===== src/rtl/pcie_user_cq_resp_if.sv =====
`timescale 1ns/1ps
// Bundle of the completer-request, completer-completion and register-bus
// signals of pcie_user_cq_resp. The slave modport is the responder's view;
// the master modport is the host/register-file side.
interface pcie_user_cq_resp_if #(
    parameter int DWIDTH = 256,
    parameter int REG_AW = 12
);
    logic [15:0]       cq_data_ex;
    logic [DWIDTH-1:0] cq_data;
    logic              cq_wen;
    logic              cq_ready;

    logic [15:0]       cc_data_ex;
    logic [DWIDTH-1:0] cc_data;
    logic              cc_wen;
    logic              cc_ready;

    logic              reg_wr_en;
    logic              reg_rd_en;
    logic [REG_AW-1:0] reg_addr;
    logic [31:0]       reg_wdata;
    logic [3:0]        reg_be;
    logic [31:0]       reg_rdata;
    logic              reg_rd_vld;

    logic [15:0]       odbg_info;

    modport slave (
        input  cq_data_ex, cq_data, cq_wen, cc_ready, reg_rdata, reg_rd_vld,
        output cq_ready, cc_data_ex, cc_data, cc_wen,
               reg_wr_en, reg_rd_en, reg_addr, reg_wdata, reg_be, odbg_info
    );

    modport master (
        output cq_data_ex, cq_data, cq_wen, cc_ready, reg_rdata, reg_rd_vld,
        input  cq_ready, cc_data_ex, cc_data, cc_wen,
               reg_wr_en, reg_rd_en, reg_addr, reg_wdata, reg_be, odbg_info
    );
endinterface


===== src/rtl/pcie_user_cq_resp.sv =====
`timescale 1ns/1ps
// pcie_user_cq_resp: services single-dword host MRd/MWr requests against a
// 32-bit register bus and returns single-beat completions. Unsupported reads
// complete with UR status; other unsupported requests are discarded.
// Optional macro CQ_RD_TOUT_EN: read-wait timeout of RD_TOUT cycles that
// completes with CA status and data 32'hDEADBEEF.
module pcie_user_cq_resp #(
    parameter int DWIDTH  = 256,
    parameter int REG_AW  = 12,
    parameter int RD_TOUT = 1024
) (
    input  logic               user_clk,
    input  logic               user_rst_n,
    pcie_user_cq_resp_if.slave bus
);
    typedef enum logic [3:0] {
        IDLE    = 4'd0,
        WR      = 4'd1,
        RD_REQ  = 4'd2,
        RD_WAIT = 4'd3,
        CPL     = 4'd4,
        DROP    = 4'd5
    } state_e;

    localparam logic [2:0] ST_SC    = 3'b000;
    localparam logic [2:0] ST_UR    = 3'b001;
    localparam logic [3:0] TYPE_MRD = 4'b0000;
    localparam logic [3:0] TYPE_MWR = 4'b0001;
`ifdef CQ_RD_TOUT_EN
    localparam logic [2:0] ST_CA    = 3'b100;
`endif

    state_e            state_q, state_d;
    logic              cq_ready_q, cq_ready_d;
    logic              cc_wen_q, cc_wen_d;
    logic [15:0]       cc_ex_q, cc_ex_d;
    logic [DWIDTH-1:0] cc_data_q, cc_data_d;
    logic              reg_wr_en_q, reg_wr_en_d;
    logic              reg_rd_en_q, reg_rd_en_d;
    logic [REG_AW-1:0] reg_addr_q, reg_addr_d;
    logic [31:0]       reg_wdata_q, reg_wdata_d;
    logic [3:0]        reg_be_q, reg_be_d;
    logic [REG_AW-1:0] addr_q, addr_d;
    logic [15:0]       rid_q, rid_d;
    logic [7:0]        tag_q, tag_d;
    logic              mrd_q, mrd_d;
    logic [3:0]        ur_cnt_q, ur_cnt_d;
    logic [7:0]        req_cnt_q, req_cnt_d;
`ifdef CQ_RD_TOUT_EN
    logic [15:0]       tout_q, tout_d;
`endif

    logic              sop, eop, accept, is_mrd, is_mwr, dw_one;
    logic [REG_AW-1:0] beat_addr;

    assign sop       = bus.cq_data_ex[0];
    assign eop       = bus.cq_data_ex[1];
    assign accept    = bus.cq_wen & cq_ready_q;
    assign beat_addr = {bus.cq_data[REG_AW-1:2], 2'b00};
    assign dw_one    = (bus.cq_data[74:64] == 11'd1);
    assign is_mrd    = (bus.cq_data[78:75] == TYPE_MRD);
    assign is_mwr    = (bus.cq_data[78:75] == TYPE_MWR);

    logic unused_bits;
`ifdef CQ_RD_TOUT_EN
    assign unused_bits = ^{bus.cq_data_ex[15:8], bus.cq_data_ex[3:2], bus.cq_data[DWIDTH-1:160],
                           bus.cq_data[127:104], bus.cq_data[79], bus.cq_data[63:REG_AW],
                           bus.cq_data[1:0]};
`else
    assign unused_bits = ^{bus.cq_data_ex[15:8], bus.cq_data_ex[3:2], bus.cq_data[DWIDTH-1:160],
                           bus.cq_data[127:104], bus.cq_data[79], bus.cq_data[63:REG_AW],
                           bus.cq_data[1:0], 16'(RD_TOUT)};
`endif

    function automatic logic [DWIDTH-1:0] cpl_beat(input logic [4:0]  la,
                                                   input logic [2:0]  st,
                                                   input logic [15:0] rid,
                                                   input logic [7:0]  tag,
                                                   input logic [31:0] data);
        logic [DWIDTH-1:0] c;
        c          = '0;
        c[6:0]     = {la, 2'b00};
        c[28:16]   = 13'd4;
        c[42:32]   = 11'd1;
        c[45:43]   = st;
        c[63:48]   = rid;
        c[71:64]   = tag;
        c[127:96]  = data;
        return c;
    endfunction

    // Next-state and next-output decode for the request/completion FSM
    always_comb begin
        state_d     = state_q;
        cc_wen_d    = cc_wen_q;
        cc_ex_d     = cc_ex_q;
        cc_data_d   = cc_data_q;
        reg_wr_en_d = 1'b0;
        reg_rd_en_d = 1'b0;
        reg_addr_d  = reg_addr_q;
        reg_wdata_d = reg_wdata_q;
        reg_be_d    = reg_be_q;
        addr_d      = addr_q;
        rid_d       = rid_q;
        tag_d       = tag_q;
        mrd_d       = mrd_q;
        ur_cnt_d    = ur_cnt_q;
        req_cnt_d   = req_cnt_q;
`ifdef CQ_RD_TOUT_EN
        tout_d      = tout_q;
`endif

        if (accept && sop) begin
            req_cnt_d = req_cnt_q + 8'd1;
        end

        case (state_q)
            IDLE: begin
                if (accept && sop) begin
                    addr_d = beat_addr;
                    rid_d  = bus.cq_data[95:80];
                    tag_d  = bus.cq_data[103:96];
                    mrd_d  = is_mrd;
                    if (!eop) begin
                        state_d = DROP;
                    end else if (is_mwr && dw_one) begin
                        state_d     = WR;
                        reg_wr_en_d = 1'b1;
                        reg_addr_d  = beat_addr;
                        reg_wdata_d = bus.cq_data[159:128];
                        reg_be_d    = bus.cq_data_ex[7:4];
                    end else if (is_mrd && dw_one) begin
                        state_d     = RD_REQ;
                        reg_rd_en_d = 1'b1;
                        reg_addr_d  = beat_addr;
                    end else if (is_mrd) begin
                        state_d   = CPL;
                        cc_wen_d  = 1'b1;
                        cc_ex_d   = 16'h0003;
                        cc_data_d = cpl_beat(beat_addr[6:2], ST_UR, bus.cq_data[95:80],
                                             bus.cq_data[103:96], 32'h0);
                        ur_cnt_d  = ur_cnt_q + 4'd1;
                    end
                end
            end
            WR: begin
                state_d = IDLE;
            end
            RD_REQ: begin
                state_d = RD_WAIT;
`ifdef CQ_RD_TOUT_EN
                tout_d  = '0;
`endif
            end
            RD_WAIT: begin
                if (bus.reg_rd_vld) begin
                    state_d   = CPL;
                    cc_wen_d  = 1'b1;
                    cc_ex_d   = 16'h0003;
                    cc_data_d = cpl_beat(addr_q[6:2], ST_SC, rid_q, tag_q, bus.reg_rdata);
                end
`ifdef CQ_RD_TOUT_EN
                else if (tout_q == 16'(RD_TOUT - 1)) begin
                    state_d   = CPL;
                    cc_wen_d  = 1'b1;
                    cc_ex_d   = 16'h0003;
                    cc_data_d = cpl_beat(addr_q[6:2], ST_CA, rid_q, tag_q, 32'hDEADBEEF);
                end else begin
                    tout_d = tout_q + 16'd1;
                end
`endif
            end
            CPL: begin
                if (bus.cc_ready) begin
                    state_d   = IDLE;
                    cc_wen_d  = 1'b0;
                    cc_ex_d   = '0;
                    cc_data_d = '0;
                end
            end
            DROP: begin
                if (accept && eop) begin
                    if (mrd_q) begin
                        state_d   = CPL;
                        cc_wen_d  = 1'b1;
                        cc_ex_d   = 16'h0003;
                        cc_data_d = cpl_beat(addr_q[6:2], ST_UR, rid_q, tag_q, 32'h0);
                        ur_cnt_d  = ur_cnt_q + 4'd1;
                    end else begin
                        state_d = IDLE;
                    end
                end
            end
            default: begin
                state_d = IDLE;
            end
        endcase

        cq_ready_d = (state_d == IDLE) || (state_d == DROP);
    end

    // State and registered outputs, cleared asynchronously on reset
    always_ff @(posedge user_clk or negedge user_rst_n) begin
        if (!user_rst_n) begin
            state_q     <= IDLE;
            cq_ready_q  <= 1'b0;
            cc_wen_q    <= 1'b0;
            cc_ex_q     <= '0;
            cc_data_q   <= '0;
            reg_wr_en_q <= 1'b0;
            reg_rd_en_q <= 1'b0;
            reg_addr_q  <= '0;
            reg_wdata_q <= '0;
            reg_be_q    <= '0;
            addr_q      <= '0;
            rid_q       <= '0;
            tag_q       <= '0;
            mrd_q       <= 1'b0;
            ur_cnt_q    <= '0;
            req_cnt_q   <= '0;
`ifdef CQ_RD_TOUT_EN
            tout_q      <= '0;
`endif
        end else begin
            state_q     <= state_d;
            cq_ready_q  <= cq_ready_d;
            cc_wen_q    <= cc_wen_d;
            cc_ex_q     <= cc_ex_d;
            cc_data_q   <= cc_data_d;
            reg_wr_en_q <= reg_wr_en_d;
            reg_rd_en_q <= reg_rd_en_d;
            reg_addr_q  <= reg_addr_d;
            reg_wdata_q <= reg_wdata_d;
            reg_be_q    <= reg_be_d;
            addr_q      <= addr_d;
            rid_q       <= rid_d;
            tag_q       <= tag_d;
            mrd_q       <= mrd_d;
            ur_cnt_q    <= ur_cnt_d;
            req_cnt_q   <= req_cnt_d;
`ifdef CQ_RD_TOUT_EN
            tout_q      <= tout_d;
`endif
        end
    end

    assign bus.cq_ready   = cq_ready_q;
    assign bus.cc_wen     = cc_wen_q;
    assign bus.cc_data_ex = cc_ex_q;
    assign bus.cc_data    = cc_data_q;
    assign bus.reg_wr_en  = reg_wr_en_q;
    assign bus.reg_rd_en  = reg_rd_en_q;
    assign bus.reg_addr   = reg_addr_q;
    assign bus.reg_wdata  = reg_wdata_q;
    assign bus.reg_be     = reg_be_q;
    assign bus.odbg_info  = {req_cnt_q, ur_cnt_q, state_q};
endmodule


===== src/flat_wrapper.sv =====
// flat-port wrapper written by rule: the top's interface ports become plain ports
module pcie_user_cq_resp_flat 
#(
    parameter int DWIDTH  = 256,
    parameter int REG_AW  = 12,
    parameter int RD_TOUT = 1024
)
  (user_clk, user_rst_n, bus_cq_data_ex, bus_cq_data, bus_cq_wen, bus_cc_ready, bus_reg_rdata, bus_reg_rd_vld, bus_cq_ready, bus_cc_data_ex, bus_cc_data, bus_cc_wen, bus_reg_wr_en, bus_reg_rd_en, bus_reg_addr, bus_reg_wdata, bus_reg_be, bus_odbg_info);
  pcie_user_cq_resp_if #(.DWIDTH(DWIDTH), .REG_AW(REG_AW)) bus_i ();
  input  logic user_clk;
  input  logic user_rst_n;
  input wire logic [$bits(bus_i.cq_data_ex)-1:0] bus_cq_data_ex;
  input wire logic [$bits(bus_i.cq_data)-1:0] bus_cq_data;
  input wire logic [$bits(bus_i.cq_wen)-1:0] bus_cq_wen;
  input wire logic [$bits(bus_i.cc_ready)-1:0] bus_cc_ready;
  input wire logic [$bits(bus_i.reg_rdata)-1:0] bus_reg_rdata;
  input wire logic [$bits(bus_i.reg_rd_vld)-1:0] bus_reg_rd_vld;
  output wire logic [$bits(bus_i.cq_ready)-1:0] bus_cq_ready;
  output wire logic [$bits(bus_i.cc_data_ex)-1:0] bus_cc_data_ex;
  output wire logic [$bits(bus_i.cc_data)-1:0] bus_cc_data;
  output wire logic [$bits(bus_i.cc_wen)-1:0] bus_cc_wen;
  output wire logic [$bits(bus_i.reg_wr_en)-1:0] bus_reg_wr_en;
  output wire logic [$bits(bus_i.reg_rd_en)-1:0] bus_reg_rd_en;
  output wire logic [$bits(bus_i.reg_addr)-1:0] bus_reg_addr;
  output wire logic [$bits(bus_i.reg_wdata)-1:0] bus_reg_wdata;
  output wire logic [$bits(bus_i.reg_be)-1:0] bus_reg_be;
  output wire logic [$bits(bus_i.odbg_info)-1:0] bus_odbg_info;
  assign bus_i.cq_data_ex = bus_cq_data_ex;
  assign bus_i.cq_data = bus_cq_data;
  assign bus_i.cq_wen = bus_cq_wen;
  assign bus_i.cc_ready = bus_cc_ready;
  assign bus_i.reg_rdata = bus_reg_rdata;
  assign bus_i.reg_rd_vld = bus_reg_rd_vld;
  assign bus_cq_ready = bus_i.cq_ready;
  assign bus_cc_data_ex = bus_i.cc_data_ex;
  assign bus_cc_data = bus_i.cc_data;
  assign bus_cc_wen = bus_i.cc_wen;
  assign bus_reg_wr_en = bus_i.reg_wr_en;
  assign bus_reg_rd_en = bus_i.reg_rd_en;
  assign bus_reg_addr = bus_i.reg_addr;
  assign bus_reg_wdata = bus_i.reg_wdata;
  assign bus_reg_be = bus_i.reg_be;
  assign bus_odbg_info = bus_i.odbg_info;
  pcie_user_cq_resp #(.DWIDTH(DWIDTH), .REG_AW(REG_AW), .RD_TOUT(RD_TOUT)) u_core (.user_clk(user_clk), .user_rst_n(user_rst_n), .bus(bus_i));
endmodule

===== config.mk =====
export PLATFORM = sky130hd
export DESIGN_NAME = pcie_user_cq_resp_flat
export DESIGN_NICKNAME = d
export VERILOG_FILES = /design/src/rtl/pcie_user_cq_resp_if.sv /design/src/rtl/pcie_user_cq_resp.sv /design/src/flat_wrapper.sv
export SDC_FILE = /design/constraint.sdc
export NUM_CORES = 1
export LEC_CHECK = 0
export CORE_AREA = 2 2 251 253
export CTS_CLUSTER_SIZE = 10
export DETAILED_ROUTE_END_ITERATION = 10
export DIE_AREA = 0 0 253 255
export GPL_ROUTABILITY_DRIVEN = 0
export GPL_TIMING_DRIVEN = 0
export PLACE_DENSITY_LB_ADDON = 0.12
export SYNTH_ARGS = -nofsm -noshare
export SYNTH_HDL_FRONTEND = slang
export SYNTH_SLANG_ARGS = --single-unit
export TNS_END_PERCENT = 100

===== constraint.sdc =====
create_clock -name user_clk -period 2.9 [get_ports user_clk]
set_input_delay 0.435 -clock user_clk [delete_from_list [all_inputs] [get_ports user_clk]]
set_output_delay 0.435 -clock user_clk [all_outputs]
set_load 0.1 [all_outputs]

# == After elaboration in Yosys (flattened, before gate mapping) ==
# Index checks and enable logic that the tools add are counted.
# totals
in_bits,309
reg_bits,370
word_cells,110
# op_classes
reduce_logical,16
n_addsub,2
bitwise,1
n_mux,59
n_eq_ne,16
# op_table
operator,count
2-to-1 mux 256 bit,9
case mux 256 bit (4 select lines),1
2-to-1 mux 16 bit,9
case mux 16 bit (4 select lines),1
2-to-1 mux 4 bit,15
2-to-1 mux 12 bit,2
case mux 4 bit (5 select lines),1
2-to-1 mux 1 bit,18
"equality test 4 x 3 -> 1 bit, second input constant",3
logical NOT 4 bit,3
"equality test 11 x 1 -> 1 bit, second input constant",1
"inequality test 2 bit, second input constant",5
AND reduction 10 bit,1
"adder 8 x 1 -> 8 bit, second input constant",1
"equality test 4 x 2 -> 1 bit, second input constant",2
"inequality test 2 x 1 -> 1 bit, second input constant",4
case mux 4 bit (2 select lines),1
AND reduction 4 bit,2
AND reduction 8 bit,1
"adder 4 x 1 -> 4 bit, second input constant",1
"equality test 4 x 1 -> 1 bit, second input constant",1
logical AND 1 bit,4
case mux 1 bit (4 select lines),1
nonzero test 2 bit,2
5 further kinds,5

# == Logic depth before layout (Yosys ltp) ==
# Gate-level depths: netlist of run 1.
# depth
ltp_word,9
ltp_mapped,10
mapped_depth_nobuf,6

# == Worst setup path after synthesis of run 1 ==
# Ideal clock, no wire load.
# synth_timing
path_type,register -> register
startpoint,"reg u_core.cq_ready_q, in the netlist u_core.bus.cq_ready"
endpoint,"reg u_core.reg_be_q[1], in the netlist u_core.bus.reg_be[1]"
stages_incl_launch_ff,8
arrival_ps,2472
setup_ps,128
period_less_slack_ps,2600
path_buffers,2
path_slack_ps,300
path_cell_list,dfrtp_1 > nand3_1 > and2b_4 > and3_1 > and2_1 > buf_6 > buf_8 > mux2_1
# synth_between
elab_chain_len,3
# synth_rtl
item,line_no,text
start: declaration,pcie_user_cq_resp.sv:34,"logic cq_ready_q, cq_ready_d;"
start signal: assignment,pcie_user_cq_resp.sv:226,cq_ready_q <= cq_ready_d;
bitwise AND 1 bit,pcie_user_cq_resp.sv:58,assign accept = bus.cq_wen & cq_ready_q;
logical AND 1 bit,pcie_user_cq_resp.sv:119,if (accept && sop) begin
AND reduction 4 bit (no line),-,
end signal: assignment,pcie_user_cq_resp.sv:234,reg_be_q <= reg_be_d;
end: declaration,pcie_user_cq_resp.sv:42,"logic [3:0] reg_be_q, reg_be_d;"
# No other way between the ends.
# A chain may end at the register's enable or synchronous reset.

# == Worst setup path after layout of run 1 ==
# layout_timing
startpoint,reg u_core.state_q[2]
endpoint,out bus_odbg_info[2]
# layout_rtl
item,line_no,text
start: declaration,pcie_user_cq_resp.sv:33,"state_e state_q, state_d;"
start signal: assignment,pcie_user_cq_resp.sv:225,state_q <= state_d;
end: declaration,flat_wrapper.sv:27,output wire logic [$bits(bus_i.odbg_info)-1:0] bus_odbg_info;
# No word-level cell between the ends.

==> impl_metrics.env, run 1 <==
export IMPL_grt_max_degree=88
export IMPL_grt_pass1_wl_um=43300
export IMPL_wl_met2_um=13900
export IMPL_wl_met1_um=13900
export IMPL_first_pass_iters=4
export IMPL_htree_levels=4
export IMPL_hold_violations=0
export IMPL_crit_path_start_kind="register"
export IMPL_postRouteAntennaNets=0
export IMPL_r2r_slack_ns=0.54
export IMPL_ys_warn_count=0
export IMPL_timing_rr_start="u_core.state_q[3]"
export IMPL_ys_ff_latch=159
export IMPL_p_per_area_nw_per_um2=711
export IMPL_min_to="u_core.ur_cnt_q[3]"
export IMPL_ys_types=49
export IMPL_synth_main_ff_cell="dfrtp_1"
export IMPL_grt_pass1_vias=6215
export IMPL_fp_dieH_um=255
export IMPL_synth_area_per_cell_sq_um=10.0
export IMPL_nFillCells=6864
export IMPL_grtUsageTotal_pct=9.45
export IMPL_post_drt_wl_per_cell_um=14.6
export IMPL_synth_top_area_share_pct=49.1
export IMPL_dp_hpwl_um=23700
export IMPL_synth_cells=809
export IMPL_antenna_found_initial=3
export IMPL_status="finished clean"
export IMPL_leakage_nw=6.33
export IMPL_slowest_stage="clkdlybuf4s50_1"
export IMPL_hp_class="register to register"
export IMPL_path_class="register to primary output"
export IMPL_numCtsBuffers=17
export IMPL_path_clk_slew_ns=0.07
export IMPL_drt_iter0_drc=275
export IMPL_tightest_slew_ns=1.11
export IMPL_critical_path_buf_inv_count=1
export IMPL_synth_area_leaders="dfrtp_1, buf_4, nand2_1"
export IMPL_cp_arrival_ns=2.29
export IMPL_syn_to_final_growth_pct=61.5
export IMPL_finalClockSkew_ns=0.0121
export IMPL_drcViolationCount=0
export IMPL_yosys_area_top_type="dfrtp_1"
export IMPL_rr_worst_depth=8
export IMPL_synth_commonest_cells="buf_4, nand2_1, dfrtp_1"
export IMPL_die_w_um=253
export IMPL_utilization_pct=21.1
export IMPL_critPathTopFamily="buffers and inverters"
export IMPL_dr_wl_met3_um=2450
export IMPL_top_layer="met5"
export IMPL_worstSkewPairLatency_ns=0.48
export IMPL_slew_violations=0
export IMPL_clockRootBuffer="clkbuf_16"
export IMPL_ios=649
export IMPL_maxCapViolCount=0
export IMPL_min_from="u_core.ur_cnt_q[3]"
export IMPL_peakVddDrop_mv=0.394
export IMPL_max_freq_mhz=366
export IMPL_grt_overflow=0
export IMPL_cp_max_fo=9
export IMPL_finalNetCount=1604
export IMPL_wl_um=30700
export IMPL_cts_tree="built"
export IMPL_netlist_area_sq_um=8110
export IMPL_clockBufferDepth=2
export IMPL_crit_chain="clkdlybuf4s50_1"
export IMPL_row_count=92
export IMPL_postCtsSetupBuffers=0
export IMPL_coreArea_sq_um=62200
export IMPL_hold_depth=1
export IMPL_ff_latch_area_sq_um=3980
export IMPL_setup_viol=0
export IMPL_reg2reg_to="u_core.bus.cc_data[54]"
export IMPL_min_period_ns=2.73
export IMPL_fin_ws_ns=0.171
export IMPL_setup_worst_path_end_class="primary output"
export IMPL_cpPeakStageDelay_ns=1.27
export IMPL_yosysMostFrequentCell="buf_4"
export IMPL_synth_yosys_seq_area_share_pct=49.1
export IMPL_synth_enable_flop_cells=0
export IMPL_port_buffers=255
export IMPL_finalCritPeriodShare_pct=94.1
export IMPL_synthArstFlopShare_pct=100
export IMPL_multiInputGateArea_sq_um=3060
export IMPL_drive_above_1_share_pct=22.7
export IMPL_rsz0062_at_grt="no"
export IMPL_hold_buffers=1
export IMPL_clock_sinks=159
export IMPL_vias=6506
export IMPL_die_area_sq_um=64500
export IMPL_cts_resized=0
export IMPL_dpl_worst_slack_ns=-0.271
export IMPL_initial_core_util_pct=13.0
export IMPL_vias_per_cell=3.09
export IMPL_cp_required_ns=2.47
export IMPL_maxSlewHeadroom_pct=25.9
where the power goes:
group | leakage, nW | internal, mW | switching [mW]
Sequential | 2.11 | 2.52 | 0.205
Clock | 0.289 | 1.40 | 1.08
Combinational | 3.93 | 0.861 | 3.25
placed cells by master (no fill, tap or decap), types with 3 or more instances in the layout:
cell / Yosys / routed
buf_2: 8 / 8
a22oi_1: 29 / 29
clkbuf_2: 4 / 4
mux2_2: 19 / 19
nand3_1: 5 / 5
clkdlybuf4s50_1: 0 / 254
xor2_1: 5 / 5
bufinv_16: 0 / 3
clkinvlp_4: 0 / 4
buf_6: 6 / 6
conb_1: 1 / 209
nand4_1: 3 / 3
and3_1: 4 / 4
a21oi_1: 5 / 5
xnor2_1: 5 / 5
buf_8: 3 / 4
nand2_1: 192 / 192
nor2_1: 7 / 7
mux2_1: 29 / 29
inv_1: 3 / 3
clkbuf_1: 13 / 14
o21ai_0: 62 / 62
buf_4: 212 / 212
dfrtp_1: 159 / 159
clkbuf_16: 0 / 17
nand2b_1: 3 / 3
stage by stage:
stage	instances	area [sq um]	power (mW)	setup TNS, ns	hold slack (ns)
6_report	2106	13100	9.32	0	0.467
5_1_grt	2105	13100	9.76	0	0.494
4_1_cts	2105	13100	9.52	0	0.445
3_5_place_dp	2072	12500	6.91	-7.77	0.463
3_3_place_gp	2071	12400	6.90	-1103.05	0.457
2_1_floorplan	1017	8890	5.99	0	0.139
layout make-up:
type | count | area share (%)
flip-flops and latches | 159 | 30.4
multi-input cells | 607 | 23.4
repair buffers | 257 | 19.8
plain buffers | 248 | 14.0
well taps | 799 | 7.63
clock buffers | 20 | 3.49
clock inverters | 12 | 1.19
inverters | 3 | 0.0860
diodes | 1 | 0.0191
worst max path at each step:
stage	from	end	slack (ns)	cells past startpoint
2_1_floorplan	u_core.bus.cq_ready	u_core.bus.reg_be[1]	0.30	7
4_1_cts	u_core.state_q[2]	bus_odbg_info[2]	0.09	1
3_5_place_dp	bus_cq_data[75]	u_core.bus.cc_data_ex[0]	-0.27	9
5_1_grt	u_core.state_q[2]	bus_odbg_info[2]	0.08	1
3_3_place_gp	user_rst_n	u_core.tag_q[2]	-6.92	1
6_report	u_core.state_q[2]	bus_odbg_info[2]	0.17	1
state kept, by name, indices dropped and copies added, names as in the netlist, 5 cells and up:
signal / count
u_core.req_cnt_q: 8
u_core.tag_q: 8
u_core.rid_q: 16
u_core.bus.reg_addr: 10
u_core.bus.reg_wdata: 32
u_core.bus.cc_data: 63
u_core.addr_q: 5
cell families after synthesis:
family                   share of synthesized area [%]
XOR/XNOR                                          1.08
AO/OA/AOI/OAI                                     7.85
flip-flops                                        49.1
buffers and inverters                             22.8
adder cells (fa/ha/maj)                          0.309
multiplexers                                      6.67
other                                           0.0462
AND/OR/NAND/NOR                                   12.2
per-layer routing:
layer	GRT usage [%]	vias to the layer above
li1	-	3202
met2	14.3	240
met5	0	-
met1	12.1	3034
met3	4.04	26
met4	3.14	4
(Power assumes the default switching activity.)
==> inputs of run 2 (changes only) <==
--- a/config.mk
+++ b/config.mk
@@ -16,3 +16,3 @@
 export SYNTH_HDL_FRONTEND = slang
 export SYNTH_SLANG_ARGS = --single-unit
-export TNS_END_PERCENT = 100
+export TNS_END_PERCENT = 10
==> constraint.sdc (replaced) <==
create_clock -name user_clk -period 2.9 [get_ports user_clk]
set_input_delay 0.435 -clock user_clk [delete_from_list [all_inputs] [get_ports user_clk]]
set_output_delay 0.435 -clock user_clk [all_outputs]
set_load 0.02 [all_outputs]
==> results of run 2 <==
The final DEF is identical to that of run 1. Status: finished clean.
Among the figures that moved: setup slack after layout 0.171 ns -> 0.343 ns; start point of the critical path u_core.state_q[2] -> bus_cq_data[75]; end point of the critical path bus_odbg_info[2] -> u_core.bus.cc_data[32]; total power 9.32 mW -> 7.07 mW
==> inputs of run 3 (changes only) <==
- REMOVE_ABC_BUFFERS: default -> 1
==> impl_metrics.env, run 3 (synthesis gave the netlist of run 1 again) <==
export IMPL_vias=5766
export IMPL_top_layer="met5"
export IMPL_coreArea_sq_um=62200
export IMPL_antenna_found_initial=3
export IMPL_final_cell_mix="clkdlybuf4s50_1, conb_1, nand2_1, dfrtp_1, o21ai_0"
export IMPL_grtUsageTotal_pct=8.53
export IMPL_ios=649
export IMPL_finalCritPeriodShare_pct=94.6
export IMPL_multiInputGateArea_sq_um=3100
export IMPL_postRouteAntennaNets=0
export IMPL_post_dp_cell_area_sq_um=10800
export IMPL_max_freq_mhz=365
export IMPL_cp_required_ns=3.25
export IMPL_path_class="input port to register"
export IMPL_initial_core_util_pct=13.0
export IMPL_drcViolationCount=0
export IMPL_port_buffers=255
export IMPL_htree_levels=4
export IMPL_rsz0062_at_grt="no"
export IMPL_p_per_area_nw_per_um2=587
export IMPL_cts_tree="built"
export IMPL_crit_top_cell="buf_12"
export IMPL_cp_num_cells=10
export IMPL_grt_pass1_wl_um=39300
export IMPL_clockBufferDepth=2
export IMPL_grt_overflow=0
export IMPL_setup_worst_path_end_class="register"
export IMPL_grt_pass1_vias=5558
export IMPL_ff_latch_area_sq_um=3980
export IMPL_crit_chain="clkdlybuf4s50_1 > nor4_4 > nand4_1 > o21ai_1 > o211ai_4 > buf_12 > buf_16 > buf_12 > nand2_1 > o21ai_0"
export IMPL_clock_sinks=159
export IMPL_clockRootBuffer="clkbuf_16"
export IMPL_nFillCells=6965
export IMPL_hp_class="register to register"
export IMPL_final_common_cell="clkdlybuf4s50_1"
export IMPL_worstSkewPairLatency_ns=0.47
export IMPL_maxSlewHeadroom_pct=33.6
export IMPL_post_drt_wl_per_cell_um=14.9
export IMPL_power_total_mw=6.71
export IMPL_dr_wl_met3_um=2120
export IMPL_cpPeakStageDelay_ns=0.61
export IMPL_wl_met2_um=12900
export IMPL_hold_depth=1
export IMPL_drt_iter0_drc=210
export IMPL_die_w_um=253
export IMPL_finalClockSkew_ns=0.00862
export IMPL_numCtsBuffers=17
export IMPL_cp_arrival_ns=3.10
export IMPL_grt_max_degree=88
export IMPL_tns_ns=0
export IMPL_crit_path_start_kind="input port"
export IMPL_row_count=92
export IMPL_rr_worst_depth=10
export IMPL_slowest_stage="clkdlybuf4s50_1"
export IMPL_wl_met1_um=12200
export IMPL_hold_violations=0
export IMPL_wl_um=27700
export IMPL_fp_dieH_um=255
export IMPL_vias_per_cell=3.09
export IMPL_status="finished clean"
export IMPL_syn_to_final_growth_pct=41.0
export IMPL_slew_violations=0
export IMPL_drive_above_1_share_pct=7.02
export IMPL_leakage_nw=5.14
export IMPL_finalNetCount=1367
export IMPL_first_pass_iters=4
export IMPL_die_area_sq_um=64500
export IMPL_min_period_ns=2.74
export IMPL_fin_area_sq_um=11400
export IMPL_critPathTopFamily="buffers and inverters"
export IMPL_tightest_slew_ns=0.996
export IMPL_peakVddDrop_mv=0.438
export IMPL_setup_viol=0
export IMPL_critical_path_buf_inv_count=4
export IMPL_path_clk_slew_ns=0.07
export IMPL_cp_max_fo=33
export IMPL_largest_reg_flops=63
export IMPL_dp_hpwl_um=19600
export IMPL_maxCapViolCount=0
export IMPL_diodes=0
==> run 3: worst paths after layout <==
path,end,slack [ns],start
worst max-delay path,u_core.bus.cc_data[61],0.16,bus_cq_data[75]
worst min-delay path,u_core.req_cnt_q[7],0.47,u_core.req_cnt_q[7]
worst max register to register,u_core.bus.cc_data[61],0.25,u_core.state_q[0]
worst min register to register,u_core.req_cnt_q[7],0.47,u_core.req_cnt_q[7]
max in group asynchronous,u_core.tag_q[7],1.36,user_rst_n
min in group asynchronous,u_core.bus.reg_wdata[8],0.51,user_rst_n
==> run 3: per-stage QoR <==
stage	utilization, %	hold slack [ns]	setup WS, ns	cells
2_1_floorplan	-	0.139	-1.09	769
3_3_place_gp	17.1	0.461	-6.98	1823
3_5_place_dp	17.4	0.459	-1.08	1831
4_1_cts	18.4	0.450	0.138	1867
5_1_grt	18.4	0.488	0.00843	1867
6_report	18.4	0.471	0.157	1867
==> run 3: area by class of cell <==
class                           instances  share of cell area [%]
Clock buffer                           22                    4.15
Sequential cell                       159                    34.8
Clock inverter                          9                   0.941
Timing Repair Buffer                  267                    24.2
Tap cell                              799                    8.74
Inverter                                3                  0.0985
Multi-Input combinational cell        608                    27.1
==> run 3: per-layer routing <==
layer,global-route usage [%],vias up
li1,-,2722
met1,11.0,2778
met2,12.8,231
met3,3.09,29
met4,3.65,6
met5,0,-
==> run 3: power breakdown <==
group          internal (mW)  switching, mW
Clock                   1.33           1.03
Combinational          0.678          0.943
Sequential              2.52          0.209
Total                   4.53           2.19
==> run 3: repair_timing <==
action,4_1_cts,5_1_grt
gates resized for setup,3,0
endpoints found under the setup margin,64,0
hold buffers,1,0
buffers inserted,3,0
endpoints found under the hold margin,72,0
